**src/rtl/zmips_dbus_ctrl_if.sv**
```systemverilog
// Data-bus handshake bundle between the zmips CPU MEM stage, the bus
// controller and the external data bus. The controller uses the master view;
// the CPU/bus environment (or a bench) uses the slave view.
interface zmips_dbus_ctrl_if;
  logic [31:0] cpu_addr;
  logic [31:0] cpu_wdata;
  logic        cpu_rd;
  logic        cpu_wr;
  logic [31:0] cpu_rdata;
  logic        cpu_stall;
  logic        bus_req;
  logic        bus_we;
  logic [31:0] bus_addr;
  logic [31:0] bus_wdata;
  logic        bus_ack;
  logic [31:0] bus_rdata;
  logic        bus_err;
  logic        err_clr;
  logic        err_flag;
  logic [15:0] txn_count;

  modport master (
    input  cpu_addr, cpu_wdata, cpu_rd, cpu_wr,
    input  bus_ack, bus_rdata, bus_err, err_clr,
    output cpu_rdata, cpu_stall,
    output bus_req, bus_we, bus_addr, bus_wdata,
    output err_flag, txn_count
  );

  modport slave (
    output cpu_addr, cpu_wdata, cpu_rd, cpu_wr,
    output bus_ack, bus_rdata, bus_err, err_clr,
    input  cpu_rdata, cpu_stall,
    input  bus_req, bus_we, bus_addr, bus_wdata,
    input  err_flag, txn_count
  );
endinterface

```
**src/rtl/zmips_dbus_ctrl.sv**
```systemverilog
// zmips data-bus controller: turns CPU load/store strobes into single bus
// accesses, stalls the pipeline while the access is outstanding, aborts
// accesses that see no ack within TIMEOUT cycles and keeps a sticky error
// flag plus a completed-transaction counter. All state moves on the falling
// clock edge so that it lines up with the CPU pipeline registers.
//
// state | meaning
// IDLE  | waiting for a strobe; stall follows the strobe combinationally
// REQ   | bus_req high, address/data/we held, waiting for ack or timeout
// DONE  | one-cycle completion slot, stall released, strobes ignored
module zmips_dbus_ctrl #(
  parameter int unsigned TIMEOUT   = 255,
  parameter logic [31:0] ERR_RDATA = 32'hDEADBEEF
) (
  input logic                clk,
  input logic                rst,
  zmips_dbus_ctrl_if.master  dbus
);

  localparam logic [1:0] S_IDLE = 2'd0;
  localparam logic [1:0] S_REQ  = 2'd1;
  localparam logic [1:0] S_DONE = 2'd2;

  logic [1:0]  state;
  logic [15:0] wait_cnt;
  logic [15:0] txn_cnt;
  logic [31:0] addr_q;
  logic [31:0] wdata_q;
  logic [31:0] rdata_q;
  logic        we_q;
  logic        err_q;

  logic        in_idle;
  logic        in_req;
  logic        strobe;
  logic        aligned;
  logic        issue;
  logic        misalign;
  logic        ack_hit;
  logic        tmo_hit;
  logic        err_set;

  assign in_idle  = (state == S_IDLE);
  assign in_req   = (state == S_REQ);
  assign strobe   = dbus.cpu_rd | dbus.cpu_wr;
  assign aligned  = (dbus.cpu_addr[1:0] == 2'b00);
  assign issue    = in_idle & strobe & aligned;
  assign misalign = in_idle & strobe & ~aligned;
  assign ack_hit  = in_req & dbus.bus_ack;
  // An ack on the timeout edge wins, so the timeout term is qualified by ~ack.
  assign tmo_hit  = in_req & ~dbus.bus_ack &
                    (({1'b0, wait_cnt} + 17'd1) >= 17'(TIMEOUT));

  // Error sources: misaligned strobe, rd+wr together, bus error on ack, timeout.
  assign err_set  = misalign
                  | (in_idle & dbus.cpu_rd & dbus.cpu_wr)
                  | (ack_hit & dbus.bus_err)
                  | tmo_hit;

  assign dbus.cpu_stall = (in_idle & strobe) | in_req;
  assign dbus.bus_req   = in_req;
  assign dbus.bus_we    = we_q;
  assign dbus.bus_addr  = addr_q;
  assign dbus.bus_wdata = wdata_q;
  assign dbus.cpu_rdata = rdata_q;
  assign dbus.err_flag  = err_q;
  assign dbus.txn_count = txn_cnt;

  // Sequencer state and the per-access wait counter.
  always_ff @(negedge clk or posedge rst) begin
    if (rst) begin
      state    <= S_IDLE;
      wait_cnt <= 16'd0;
    end else begin
      case (state)
        S_IDLE: begin
          wait_cnt <= 16'd0;
          if (issue)         state <= S_REQ;
          else if (misalign) state <= S_DONE;
        end
        S_REQ: begin
          if (ack_hit || tmo_hit) state <= S_DONE;
          else                    wait_cnt <= wait_cnt + 16'd1;
        end
        S_DONE:  state <= S_IDLE;
        default: state <= S_IDLE;
      endcase
    end
  end

  // Bus address/data/direction, captured once at issue and held through REQ.
  always_ff @(negedge clk or posedge rst) begin
    if (rst) begin
      addr_q  <= 32'd0;
      wdata_q <= 32'd0;
      we_q    <= 1'b0;
    end else if (issue) begin
      addr_q  <= dbus.cpu_addr;
      wdata_q <= dbus.cpu_wdata;
      we_q    <= dbus.cpu_wr;
    end
  end

  // Load data returned to the CPU; only read completions and misaligned
  // strobes change it, stores leave it alone.
  always_ff @(negedge clk or posedge rst) begin
    if (rst) begin
      rdata_q <= 32'd0;
    end else if (misalign) begin
      rdata_q <= 32'd0;
    end else if (ack_hit && !we_q) begin
      rdata_q <= dbus.bus_rdata;
    end else if (tmo_hit && !we_q) begin
      rdata_q <= ERR_RDATA;
    end
  end

  // Completed-transaction counter; timeouts are not completions.
  always_ff @(negedge clk or posedge rst) begin
    if (rst)          txn_cnt <= 16'd0;
    else if (ack_hit) txn_cnt <= txn_cnt + 16'd1;
  end

  // Sticky error flag; a new error on the clear edge keeps it set.
  always_ff @(negedge clk or posedge rst) begin
    if (rst)               err_q <= 1'b0;
    else if (err_set)      err_q <= 1'b1;
    else if (dbus.err_clr) err_q <= 1'b0;
  end

endmodule

```
**src/flat_wrapper.sv**
```systemverilog
// flat-port wrapper written by rule: the top's interface ports become plain ports
module zmips_dbus_ctrl_flat 
#(
  parameter int unsigned TIMEOUT   = 255,
  parameter logic [31:0] ERR_RDATA = 32'hDEADBEEF
)
  (clk, rst, dbus_cpu_addr, dbus_cpu_wdata, dbus_cpu_rd, dbus_cpu_wr, dbus_bus_ack, dbus_bus_rdata, dbus_bus_err, dbus_err_clr, dbus_cpu_rdata, dbus_cpu_stall, dbus_bus_req, dbus_bus_we, dbus_bus_addr, dbus_bus_wdata, dbus_err_flag, dbus_txn_count);
  zmips_dbus_ctrl_if dbus_i ();
  input logic clk;
  input logic rst;
  input wire logic [$bits(dbus_i.cpu_addr)-1:0] dbus_cpu_addr;
  input wire logic [$bits(dbus_i.cpu_wdata)-1:0] dbus_cpu_wdata;
  input wire logic [$bits(dbus_i.cpu_rd)-1:0] dbus_cpu_rd;
  input wire logic [$bits(dbus_i.cpu_wr)-1:0] dbus_cpu_wr;
  input wire logic [$bits(dbus_i.bus_ack)-1:0] dbus_bus_ack;
  input wire logic [$bits(dbus_i.bus_rdata)-1:0] dbus_bus_rdata;
  input wire logic [$bits(dbus_i.bus_err)-1:0] dbus_bus_err;
  input wire logic [$bits(dbus_i.err_clr)-1:0] dbus_err_clr;
  output wire logic [$bits(dbus_i.cpu_rdata)-1:0] dbus_cpu_rdata;
  output wire logic [$bits(dbus_i.cpu_stall)-1:0] dbus_cpu_stall;
  output wire logic [$bits(dbus_i.bus_req)-1:0] dbus_bus_req;
  output wire logic [$bits(dbus_i.bus_we)-1:0] dbus_bus_we;
  output wire logic [$bits(dbus_i.bus_addr)-1:0] dbus_bus_addr;
  output wire logic [$bits(dbus_i.bus_wdata)-1:0] dbus_bus_wdata;
  output wire logic [$bits(dbus_i.err_flag)-1:0] dbus_err_flag;
  output wire logic [$bits(dbus_i.txn_count)-1:0] dbus_txn_count;
  assign dbus_i.cpu_addr = dbus_cpu_addr;
  assign dbus_i.cpu_wdata = dbus_cpu_wdata;
  assign dbus_i.cpu_rd = dbus_cpu_rd;
  assign dbus_i.cpu_wr = dbus_cpu_wr;
  assign dbus_i.bus_ack = dbus_bus_ack;
  assign dbus_i.bus_rdata = dbus_bus_rdata;
  assign dbus_i.bus_err = dbus_bus_err;
  assign dbus_i.err_clr = dbus_err_clr;
  assign dbus_cpu_rdata = dbus_i.cpu_rdata;
  assign dbus_cpu_stall = dbus_i.cpu_stall;
  assign dbus_bus_req = dbus_i.bus_req;
  assign dbus_bus_we = dbus_i.bus_we;
  assign dbus_bus_addr = dbus_i.bus_addr;
  assign dbus_bus_wdata = dbus_i.bus_wdata;
  assign dbus_err_flag = dbus_i.err_flag;
  assign dbus_txn_count = dbus_i.txn_count;
  zmips_dbus_ctrl #(.TIMEOUT(TIMEOUT), .ERR_RDATA(ERR_RDATA)) u_core (.clk(clk), .rst(rst), .dbus(dbus_i));
endmodule
```
**config.mk**
```make
export PLATFORM = sky130hd
export DESIGN_NAME = zmips_dbus_ctrl_flat
export DESIGN_NICKNAME = d
export VERILOG_FILES = /design/src/rtl/zmips_dbus_ctrl_if.sv /design/src/rtl/zmips_dbus_ctrl.sv /design/src/flat_wrapper.sv
export SDC_FILE = /design/constraint.sdc
export NUM_CORES = 1
export LEC_CHECK = 0
export CAP_MARGIN = 0
export CELL_PAD_IN_SITES_DETAIL_PLACEMENT = 0
export CELL_PAD_IN_SITES_GLOBAL_PLACEMENT = 1
export CORE_MARGIN = 4
export CORE_UTILIZATION = 37
export CTS_BUF_LIST = sky130_fd_sc_hd__clkbuf_4
export DETAILED_ROUTE_END_ITERATION = 10
export GPL_TIMING_DRIVEN = 1
export PLACE_DENSITY = 0.9
export SLEW_MARGIN = 25
export SYNTH_ARGS = -nofsm -noshare
export SYNTH_HDL_FRONTEND = slang
export SYNTH_SLANG_ARGS = --single-unit
```
**constraint.sdc**
```tcl
create_clock -name clk -period 11.6 [get_ports clk]
set_input_delay 2.9 -clock clk [delete_from_list [all_inputs] [get_ports clk]]
set_output_delay 2.9 -clock clk [all_outputs]
set_load 0.02 [all_outputs]
```
==> impl_metrics.tcl, run 1 <==
set metrics [dict create \
    gp_congestion 0.885 \
    maximum_number_of_pins_on_one_net_before_global_route_repair 51 \
    die_area_um2 16800 \
    cp_data_arrival_time_ns 8.15 \
    top_level_ports 219 \
    fill_cells 1256 \
    multiInputGateArea_um2 2040 \
    min-delay-path-class "reg2reg" \
    worstMarginPinSlew_ns 0.756 \
    timing.critical_path.from_type "register" \
    areaGrowthSynthToFinish_pct 49.3 \
    post_cts_resized 0 \
    yosys_register_bits 132 \
    maxCapViolations 0 \
    path_clk_slew_ns 0.08 \
    max-slew-margin-rel_pct 49.6 \
    p_per_area_nw_per_um2 195 \
    die-height_um 130 \
    critPathMaxFanout 12 \
    ys_top_cells_by_area "sky130_fd_sc_hd__dfrtn_1 (60%), sky130_fd_sc_hd__mux2_2 (13%), sky130_fd_sc_hd__a21oi_1 (2.6%)" \
    groute.layer.met3.usage_pct 7.34 \
    postRouteWirelength_mm 15.2 \
    synth_enable_flop_cells 0 \
    tritoncts.num_buffers 17 \
    clock_tree_from_tritoncts "done" \
    post_synthesis_cell_area_um2 5480 \
    avgViaCountPerCell 5.13 \
    synth.yosys.seq_area_share_pct 60.3 \
    clock-sinks 132 \
    antenna_violations_before_repair 0 \
    postCtsSetupBuffers 0 \
    register_area_um2 3300 \
    skew_ns 0.0116 \
    drv_slew 0 \
    violation_count_after_the_first_detailed_routing_iteration 232 \
    timing_hold_violations_final 0 \
    ys.warnings.count 0 \
    syn_inst 449 \
    route.vias.total 4438 \
    first_global_vias 4744 \
    mappedNetlistNets 555 \
    fp.coreArea_um2 14500 \
    power.ir.vdd_worst_v 0.000116 \
    globalRoute.totalOverflow 0 \
    critical_path_class "reg2out" \
    place_ws_ns 0.654 \
    hpwlAfterDp_mm 11.3 \
    p_leak_nw 3.46 \
    yosysTopAreaCellShare_pct 60.3 \
    ant_nets 0 \
    use_met2_pct 30.5 \
    post_route_cells_drive_above_1_share_pct 16.4 \
    gr-usage-met1_pct 20.7 \
    start_util_pct 37.7 \
    clk_path_buf_depth 2 \
    netlist_top_cells_count "sky130_fd_sc_hd__dfrtn_1 (132), sky130_fd_sc_hd__mux2_2 (64), sky130_fd_sc_hd__nor2_1 (35), sky130_fd_sc_hd__nand2_1 (29), sky130_fd_sc_hd__a21oi_1 (28)" \
    cp-end-kind "primary output" \
    wire_per_inst_um 17.6 \
    setup_viol 0 \
    clock_insertion_delay_worst_skew_ns 0.47 \
    drt_first_pass_iters 4 \
    ys_dominant_reg_cell "sky130_fd_sc_hd__dfrtn_1" \
    gr-max-usage-layer "met2" \
    fraction_of_the_core_area_covered_by_cells_at_the_end_of_the_flow_pct 56.3 \
    antenna-diode-count 0 \
    setup_repair_after_global_routing_missed_its_margin "false" \
    yosysMostFrequentCell "sky130_fd_sc_hd__dfrtn_1" \
    synth_cell_types 45 \
    postSynth.asyncResetShare_pct 100 \
    tns_ns 0 \
    cts-root-buf "sky130_fd_sc_hd__clkbuf_4" \
    cts-hold-fix-buffers 0 \
    drt_drc_violations_left 0 \
    outcome "complete, no violations" \
    num-nets-final 775 \
    critical_path.cell_chain "nand2b_1, inv_1, clkdlybuf4s50_1" \
    crit_required_ns 8.70 \
    post-route-worst-setup-slack_ns 0.551 \
    gr-usage-all-layers_pct 18.4 \
    rows 44 \
    place.port_buffers 218 \
    die_x_um 130 \
    synth_top_area_cell "sky130_fd_sc_hd__dfrtn_1" \
    critical-path-max-stage-delay_ns 0.67 \
    critical_path.slowest_cell "sky130_fd_sc_hd__dfrtn_1" \
    syn_area_per_cell_um2 12.2 \
    cts-htree-levels 4 \
    grt_pass1_wl_mm 24.0 \
]
cell type report:
cell class,instances,share of cell area (%)
timing repair buffer,225,27.9
clock buffer,17,1.56
inverter,12,0.597
tap,184,2.82
sequential,132,40.4
clock inverter,14,1.71
multi-input combinational,281,25.0
sequential cells by signal (all words and copies together) (netlist names):
| register | cells |
|---|---|
| u_core.dbus.txn_count | 16 |
| u_core.dbus.err_flag | 1 |
| u_core.dbus.bus_wdata | 32 |
| u_core.dbus.cpu_rdata | 32 |
| u_core.state | 2 |
| u_core.dbus.bus_we | 1 |
| u_core.dbus.bus_addr | 32 |
| u_core.wait_cnt | 16 |
worst paths after layout:
| check | cells past startpoint | from | end | slack, ns |
|---|---|---|---|---|
| worst max-delay path | 3 | u_core.state[0]$_DFFE_NP0P_ | dbus_bus_req | 0.55 |
| worst min-delay path | 1 | u_core.dbus.txn_count[15]$_DFFE_NP0P_ | u_core.dbus.txn_count[15]$_DFFE_NP0P_ | 0.42 |
| worst max register to register | 7 | u_core.wait_cnt[1]$_DFFE_NP0P_ | u_core.wait_cnt[6]$_DFFE_NP0P_ | 8.82 |
| worst min register to register | 1 | u_core.dbus.txn_count[15]$_DFFE_NP0P_ | u_core.dbus.txn_count[15]$_DFFE_NP0P_ | 0.42 |
| max in group asynchronous | 4 | rst | u_core.dbus.cpu_rdata[10]$_DFFE_NP0P_ | 2.36 |
| min in group asynchronous | 2 | rst | u_core.dbus.bus_addr[24]$_DFFE_NP0P_ | 8.41 |
layout by cell type, fill, tap and decap left out, drive strengths merged, types with 2 or more instances in the layout:
cell | Yosys | final
clkbuf | 20 | 17
and2 | 3 | 3
o311ai | 4 | 4
nor2 | 35 | 35
o311a | 2 | 2
or3 | 2 | 2
a21oi | 28 | 28
nand3 | 13 | 13
nor3 | 7 | 7
or2 | 5 | 5
o221ai | 2 | 2
a221o | 3 | 3
nand4 | 7 | 7
nor2b | 3 | 3
xor2 | 8 | 8
clkinvlp | 0 | 6
dfrtn | 132 | 132
inv | 12 | 11
a311oi | 2 | 2
clkinv | 0 | 7
xnor2 | 11 | 11
nand2 | 29 | 29
clkdlybuf4s50 | 0 | 218
o21ai | 10 | 10
a41oi | 4 | 4
a32o | 8 | 8
ha | 3 | 3
and3 | 6 | 6
a21boi | 8 | 8
nor4 | 2 | 2
bufinv | 0 | 2
buf | 4 | 7
mux2 | 64 | 64
kinds of logic after synthesis:
family | share of synthesized area [%]
AND/OR/NAND/NOR | 9.94
adder cells (fa/ha/maj) | 0.686
AO/OA/AOI/OAI | 10.1
buffers and inverters | 2.58
flip-flops | 60.3
multiplexers | 13.3
XOR/XNOR | 3.04
through the flow:
step / area [um^2] / hold WS (ns) / power (mW) / instances
after detailed placement: 7890 / 0.426 / 1.31 / 833
after CTS: 8160 / 0.428 / 1.62 / 864
after global placement: 7890 / 0.419 / 1.29 / 833
after global routing: 8180 / 0.459 / 1.68 / 865
after floorplan: 5480 / 0.490 / 0.961 / 449
final: 8180 / 0.417 / 1.60 / 865
worst max-delay path, delay by kind of cell, from the launching register on:
| family | cells | cell delay, ns |
|---|---|---|
| buffers and inverters | 2 | 0.87 |
| DFF | 1 | 0.67 |
| and+or+nand+nor | 1 | 0.34 |
metal layers:
metal | vias up | wire [um]
met4 | 0 | 481
met3 | 34 | 1280
met2 | 166 | 7770
met5 | - | 0
li1 | 2041 | -
met1 | 2197 | 5710
power by group:
group,switching [mW],internal (mW)
clock,0.176,0.125
sequential,0.0717,0.592
combinational,0.305,0.327
total,0.552,1.04
(Power assumes the default switching activity.)
==> run 2, diff against run 1 <==
--- a/config.mk
+++ b/config.mk
@@ -11,3 +11,3 @@
 export CORE_MARGIN = 4
-export CORE_UTILIZATION = 37
+export CORE_UTILIZATION = 31
 export CTS_BUF_LIST = sky130_fd_sc_hd__clkbuf_4
@@ -15,3 +15,3 @@
 export GPL_TIMING_DRIVEN = 1
-export PLACE_DENSITY = 0.9
+export PLACE_DENSITY = 0.81
 export SLEW_MARGIN = 25
==> constraint.sdc (replaced) <==
create_clock -name clk -period 9.41 [get_ports clk]
set_input_delay 2.823 -clock clk [delete_from_list [all_inputs] [get_ports clk]]
set_output_delay 2.823 -clock clk [all_outputs]
set_load 0.02 [all_outputs]
==> impl_metrics.tcl, run 2 (same netlist as run 1, synthesis figures left out) <==
set metrics [dict create \
    outcome "complete, no violations" \
    start_util_pct 31.7 \
    cp-end-kind "primary output" \
    violation_count_after_the_first_detailed_routing_iteration 423 \
    r2r_cells 9 \
    timing_hold_violations_final 0 \
    maxCapViolations 0 \
    cp_data_arrival_time_ns 6.42 \
    fraction_of_the_core_area_covered_by_cells_at_the_end_of_the_flow_pct 48.2 \
    gr-usage-all-layers_pct 16.1 \
    tritoncts.num_buffers 17 \
    power.ir.vdd_worst_v 0.000165 \
    max-slew-margin-rel_pct 52.0 \
    min-delay-path-class "reg2reg" \
    maximum_number_of_pins_on_one_net_before_global_route_repair 64 \
    tns_ns 0 \
    areaGrowthSynthToFinish_pct 52.3 \
    layout_common_cells "sky130_fd_sc_hd__clkdlybuf4s50_1 (217), sky130_fd_sc_hd__dfrtn_1 (132), sky130_fd_sc_hd__mux2_2 (64), sky130_fd_sc_hd__nor2_1 (35)" \
    final_hold_slack_ns 0.424 \
    drv_slew 0 \
    rows 48 \
    post-route-worst-setup-slack_ns 0.164 \
    cts-root-buf "sky130_fd_sc_hd__clkbuf_4" \
    p_leak_nw 3.55 \
    clock-sinks 132 \
    num-nets-final 788 \
    hpwlAfterDp_mm 11.6 \
    avgViaCountPerCell 4.80 \
    skew_ns 0.0216 \
    drt_drc_violations_left 0 \
    timing.critical_path.from_type "register" \
    worst_hold_startpoint "u_core.dbus.txn_count[15]$_DFFE_NP0P_" \
    r2r-start "u_core.wait_cnt[1]$_DFFE_NP0P_" \
    die_x_um 141 \
    hold_path_depth 1 \
    globalRoute.totalOverflow 0 \
    postLayoutCellArea_um2 8340 \
    wire_per_inst_um 17.0 \
    route.vias.total 4420 \
    fp.coreArea_um2 17300 \
    clk_path_buf_depth 2 \
    post_place_instance_area_um2 8050 \
    drt_first_pass_iters 6 \
    top_level_ports 219 \
    cts-htree-levels 4 \
    r2r_slack_ns 6.70 \
    setup_viol 0 \
    critPathMaxFanout 4 \
    placed_cells 887 \
    die-height_um 141 \
    place_ws_ns -0.262 \
    clock_tree_from_tritoncts "done" \
    postRouteWirelength_mm 15.6 \
    antenna_violations_before_repair 1 \
    post_route_cells_drive_above_1_share_pct 18.0 \
    final_cells 921 \
    setup_repair_after_global_routing_missed_its_margin "false" \
    p_per_area_nw_per_um2 237 \
    first_global_vias 4862 \
    finalPower_mw 1.97 \
    worstHoldEndpoint "u_core.dbus.txn_count[15]$_DFFE_NP0P_" \
    die_area_um2 19900 \
    critical_path_class "reg2out" \
    clock_insertion_delay_worst_skew_ns 0.47 \
    gp_congestion 0.901 \
    r2r_end "u_core.dbus.cpu_rdata[15]$_DFFE_NP0P_" \
    grt_pass1_wl_mm 25.4 \
    place.port_buffers 218 \
    layout.cells.most_common "sky130_fd_sc_hd__clkdlybuf4s50_1" \
    path_clk_slew_ns 0.09 \
    crit_required_ns 6.59 \
    fill_cells 1595 \
    worstMarginPinSlew_ns 0.717 \
    ant_nets 0 \
]
run 2: where the power goes:
group	internal [mW]	total, mW	switching, mW
Clock	0.137	0.373	0.236
Combinational	0.409	0.785	0.376
Sequential	0.730	0.816	0.0866
run 2: final cells by class:
cell class | instances | area, um^2 | area share (%)
Inverter | 12 | 48.8 | 0.585
Clock buffer | 17 | 128 | 1.53
Timing Repair Buffer | 238 | 2380 | 28.6
Tap cell | 225 | 282 | 3.38
Multi-Input combinational cell | 281 | 2050 | 24.6
Clock inverter | 15 | 144 | 1.73
Antenna cell | 1 | 2.50 | 0.0300
Sequential cell | 132 | 3300 | 39.6
run 2: worst max path at each step:
| stage | start | endpoint |
|---|---|---|
| after floorplan | dbus_bus_ack | u_core.wait_cnt[6]$_DFFE_NP0P_ |
| after global placement | dbus_bus_ack | u_core.dbus.cpu_rdata[23]$_DFFE_NP0P_ |
| after detailed placement | dbus_bus_ack | u_core.dbus.cpu_rdata[18]$_DFFE_NP0P_ |
| after CTS | u_core.state[0]$_DFFE_NP0P_ | dbus_bus_req |
| after global routing | u_core.state[0]$_DFFE_NP0P_ | dbus_cpu_stall |
| final | u_core.state[0]$_DFFE_NP0P_ | dbus_cpu_stall |
run 2: critical path, stage by stage, from the launching register on:
cell	delay [ns]
sky130_fd_sc_hd__dfrtn_1	0.49
sky130_fd_sc_hd__nor3_1	0.08
sky130_fd_sc_hd__nor2_1	0.08
sky130_fd_sc_hd__clkdlybuf4s50_1	0.61
run 2: timing repair:
| item | 4_1_cts | 5_1_grt |
|---|---|---|
| setup endpoints to repair | 2 | 1 |
| resized for setup | 0 | 1 |
| setup buffers | 1 | 0 |
| hold buffers | 0 | 0 |
run 2: layer usage:
metal  global-route usage, %  up-vias  share of wire (%)
met5                       0        -                  0
met4                    5.25        0                1.6
met3                    7.12       18                8.9
met2                    27.0      162                 50
met1                    18.5     2177                 39
li1                        -     2063                  -
==> run 3, diff against run 2 <==
CELL_PAD_IN_SITES_DETAIL_PLACEMENT = unset   (was 0)
CELL_PAD_IN_SITES_GLOBAL_PLACEMENT = unset   (was 1)
CORE_UTILIZATION = 40   (was 31)
HOLD_SLACK_MARGIN = 0.1   (was unset)
PLACE_DENSITY = 0.8   (was 0.81)
==> impl_metrics.tcl, run 3 (same netlist as run 1, synthesis figures left out) <==
set metrics [dict create \
    timing.critical_path.from_type "primary input" \
    final_hold_slack_ns 0.432 \
    maxCapViolations 0 \
    hpwlAfterDp_mm 11.2 \
    finalPower_mw 2.00 \
    globalRoute.totalOverflow 0 \
    r2r_cells 9 \
    cp-startpoint "dbus_bus_ack" \
    post_route_cells_drive_above_1_share_pct 17.4 \
    post_cts_resized 0 \
    drv_slew 0 \
    skew_ns 0.0148 \
    drt_first_pass_iters 4 \
    max-slew-margin-rel_pct 55.2 \
    path_clk_slew_ns 0.07 \
    worstMarginPinSlew_ns 0.670 \
    timing_hold_violations_final 0 \
    cp-end-kind "register" \
    tritoncts.num_buffers 17 \
    cts-hold-fix-buffers 0 \
    top_level_ports 219 \
    gr-usage-met1_pct 23.1 \
    power.ir.vdd_worst_v 0.000158 \
    ant_nets 0 \
    antenna-diode-count 0 \
    layout.cells.most_common "sky130_fd_sc_hd__clkdlybuf4s50_1" \
    groute.layer.met3.usage_pct 7.46 \
    route.vias.total 4478 \
    place_ws_ns -0.266 \
    critPathMaxFanout 32 \
    use_met2_pct 33.8 \
    die-height_um 125 \
    postRouteWirelength_mm 14.9 \
    areaGrowthSynthToFinish_pct 51.4 \
    gr-max-usage-layer "met2" \
    cts-root-buf "sky130_fd_sc_hd__clkbuf_4" \
    layout_common_cells "sky130_fd_sc_hd__clkdlybuf4s50_1 (217), sky130_fd_sc_hd__dfrtn_1 (132), sky130_fd_sc_hd__mux2_2 (64), sky130_fd_sc_hd__nor2_1 (35)" \
    gr-usage-all-layers_pct 19.9 \
    rows 42 \
    die_x_um 125 \
    gp_congestion 0.918 \
    violation_count_after_the_first_detailed_routing_iteration 194 \
    die_area_um2 15600 \
    post-route-worst-setup-slack_ns 0.163 \
    cp_data_arrival_time_ns 4.83 \
    avgViaCountPerCell 5.16 \
    wire_per_inst_um 17.2 \
    p_per_area_nw_per_um2 241 \
    setup_viol 0 \
    crit_required_ns 5.00 \
    clock_tree_from_tritoncts "done" \
    min-delay-path-class "reg2reg" \
    r2r-start "u_core.wait_cnt[0]$_DFFE_NP0P_" \
    antenna_violations_before_repair 0 \
    cts-htree-levels 4 \
    place.port_buffers 218 \
    setup_repair_after_global_routing_missed_its_margin "false" \
    start_util_pct 41.0 \
    r2r_end "u_core.dbus.cpu_rdata[23]$_DFFE_NP0P_" \
    clock_insertion_delay_worst_skew_ns 0.45 \
    clock-sinks 132 \
    critical_path_class "in2reg" \
    p_leak_nw 3.56 \
    maximum_number_of_pins_on_one_net_before_global_route_repair 69 \
    grt_pass1_wl_mm 25.2 \
    r2r_slack_ns 6.68 \
    postLayoutCellArea_um2 8290 \
    outcome "complete, no violations" \
    postCtsSetupBuffers 0 \
    clk_path_buf_depth 2 \
    post_place_instance_area_um2 7990 \
    drt_drc_violations_left 0 \
    fp.coreArea_um2 13300 \
    first_global_vias 4879 \
    crit_end "u_core.dbus.cpu_rdata[23]$_DFFE_NP0P_" \
    num-nets-final 784 \
]
run 3: cell type report:
type                            count  area (um^2)
Clock buffer                       22          165
Tap cell                          176          220
Timing Repair Buffer              234         2380
Inverter                           12         48.8
Sequential cell                   132         3300
Fill cell                        1059         5060
Multi-Input combinational cell    281         2040
Clock inverter                     10          131
run 3: metal layers:
layer / part of all wire (%) / vias to the layer above / wire, um
met5: 0 / - / 0
met4: 2.1 / 0 / 310
met3: 8.7 / 25 / 1300
met2: 52 / 190 / 7680
met1: 38 / 2199 / 5620
li1: - / 2064 / -
run 3: how the worst min path moves through the flow:
| stage | slack (ns) | endpoint | startpoint | depth (start not counted) |
|---|---|---|---|---|
| 5_1_grt | 0.45 | u_core.dbus.txn_count[15]$_DFFE_NP0P_ | u_core.dbus.txn_count[15]$_DFFE_NP0P_ | 1 |
| 6_report | 0.43 | u_core.dbus.txn_count[15]$_DFFE_NP0P_ | u_core.dbus.txn_count[15]$_DFFE_NP0P_ | 1 |
| 2_1_floorplan | 0.49 | u_core.wait_cnt[5]$_DFFE_NP0P_ | u_core.wait_cnt[5]$_DFFE_NP0P_ | 2 |
| 4_1_cts | 0.44 | u_core.dbus.bus_addr[0]$_DFFE_NP0P_ | u_core.dbus.bus_addr[0]$_DFFE_NP0P_ | 1 |
| 3_3_place_gp | 0.42 | u_core.dbus.txn_count[9]$_DFFE_NP0P_ | u_core.dbus.txn_count[9]$_DFFE_NP0P_ | 1 |
| 3_5_place_dp | 0.44 | u_core.dbus.txn_count[15]$_DFFE_NP0P_ | u_core.dbus.txn_count[15]$_DFFE_NP0P_ | 1 |
run 3: stage by stage:
step / cells / setup TNS [ns] / util, %
floorplan: 449 / 0 / -
global placement: 835 / -7.17 / 59.9
detailed placement: 835 / -8.54 / 59.9
CTS: 867 / 0 / 62.1
global route: 867 / 0 / 62.1
finish: 867 / 0 / 62.1
run 3: report_power, final:
group          internal, mW  total (mW)  switching (mW)  leakage, nW
Sequential            0.730       0.817          0.0868         1.69
Combinational         0.410       0.784           0.373         1.71
Clock                 0.198       0.397           0.199        0.159
run 3: worst max-delay path, cell delays in order:
cell	delay, ns
sky130_fd_sc_hd__clkdlybuf4s50_1	0.43
sky130_fd_sc_hd__a41oi_1	0.21
sky130_fd_sc_hd__o221ai_1	0.17
sky130_fd_sc_hd__or3_1	0.51
sky130_fd_sc_hd__buf_4	0.21
sky130_fd_sc_hd__o21ai_2	0.17
sky130_fd_sc_hd__buf_12	0.20
sky130_fd_sc_hd__a21oi_1	0.09
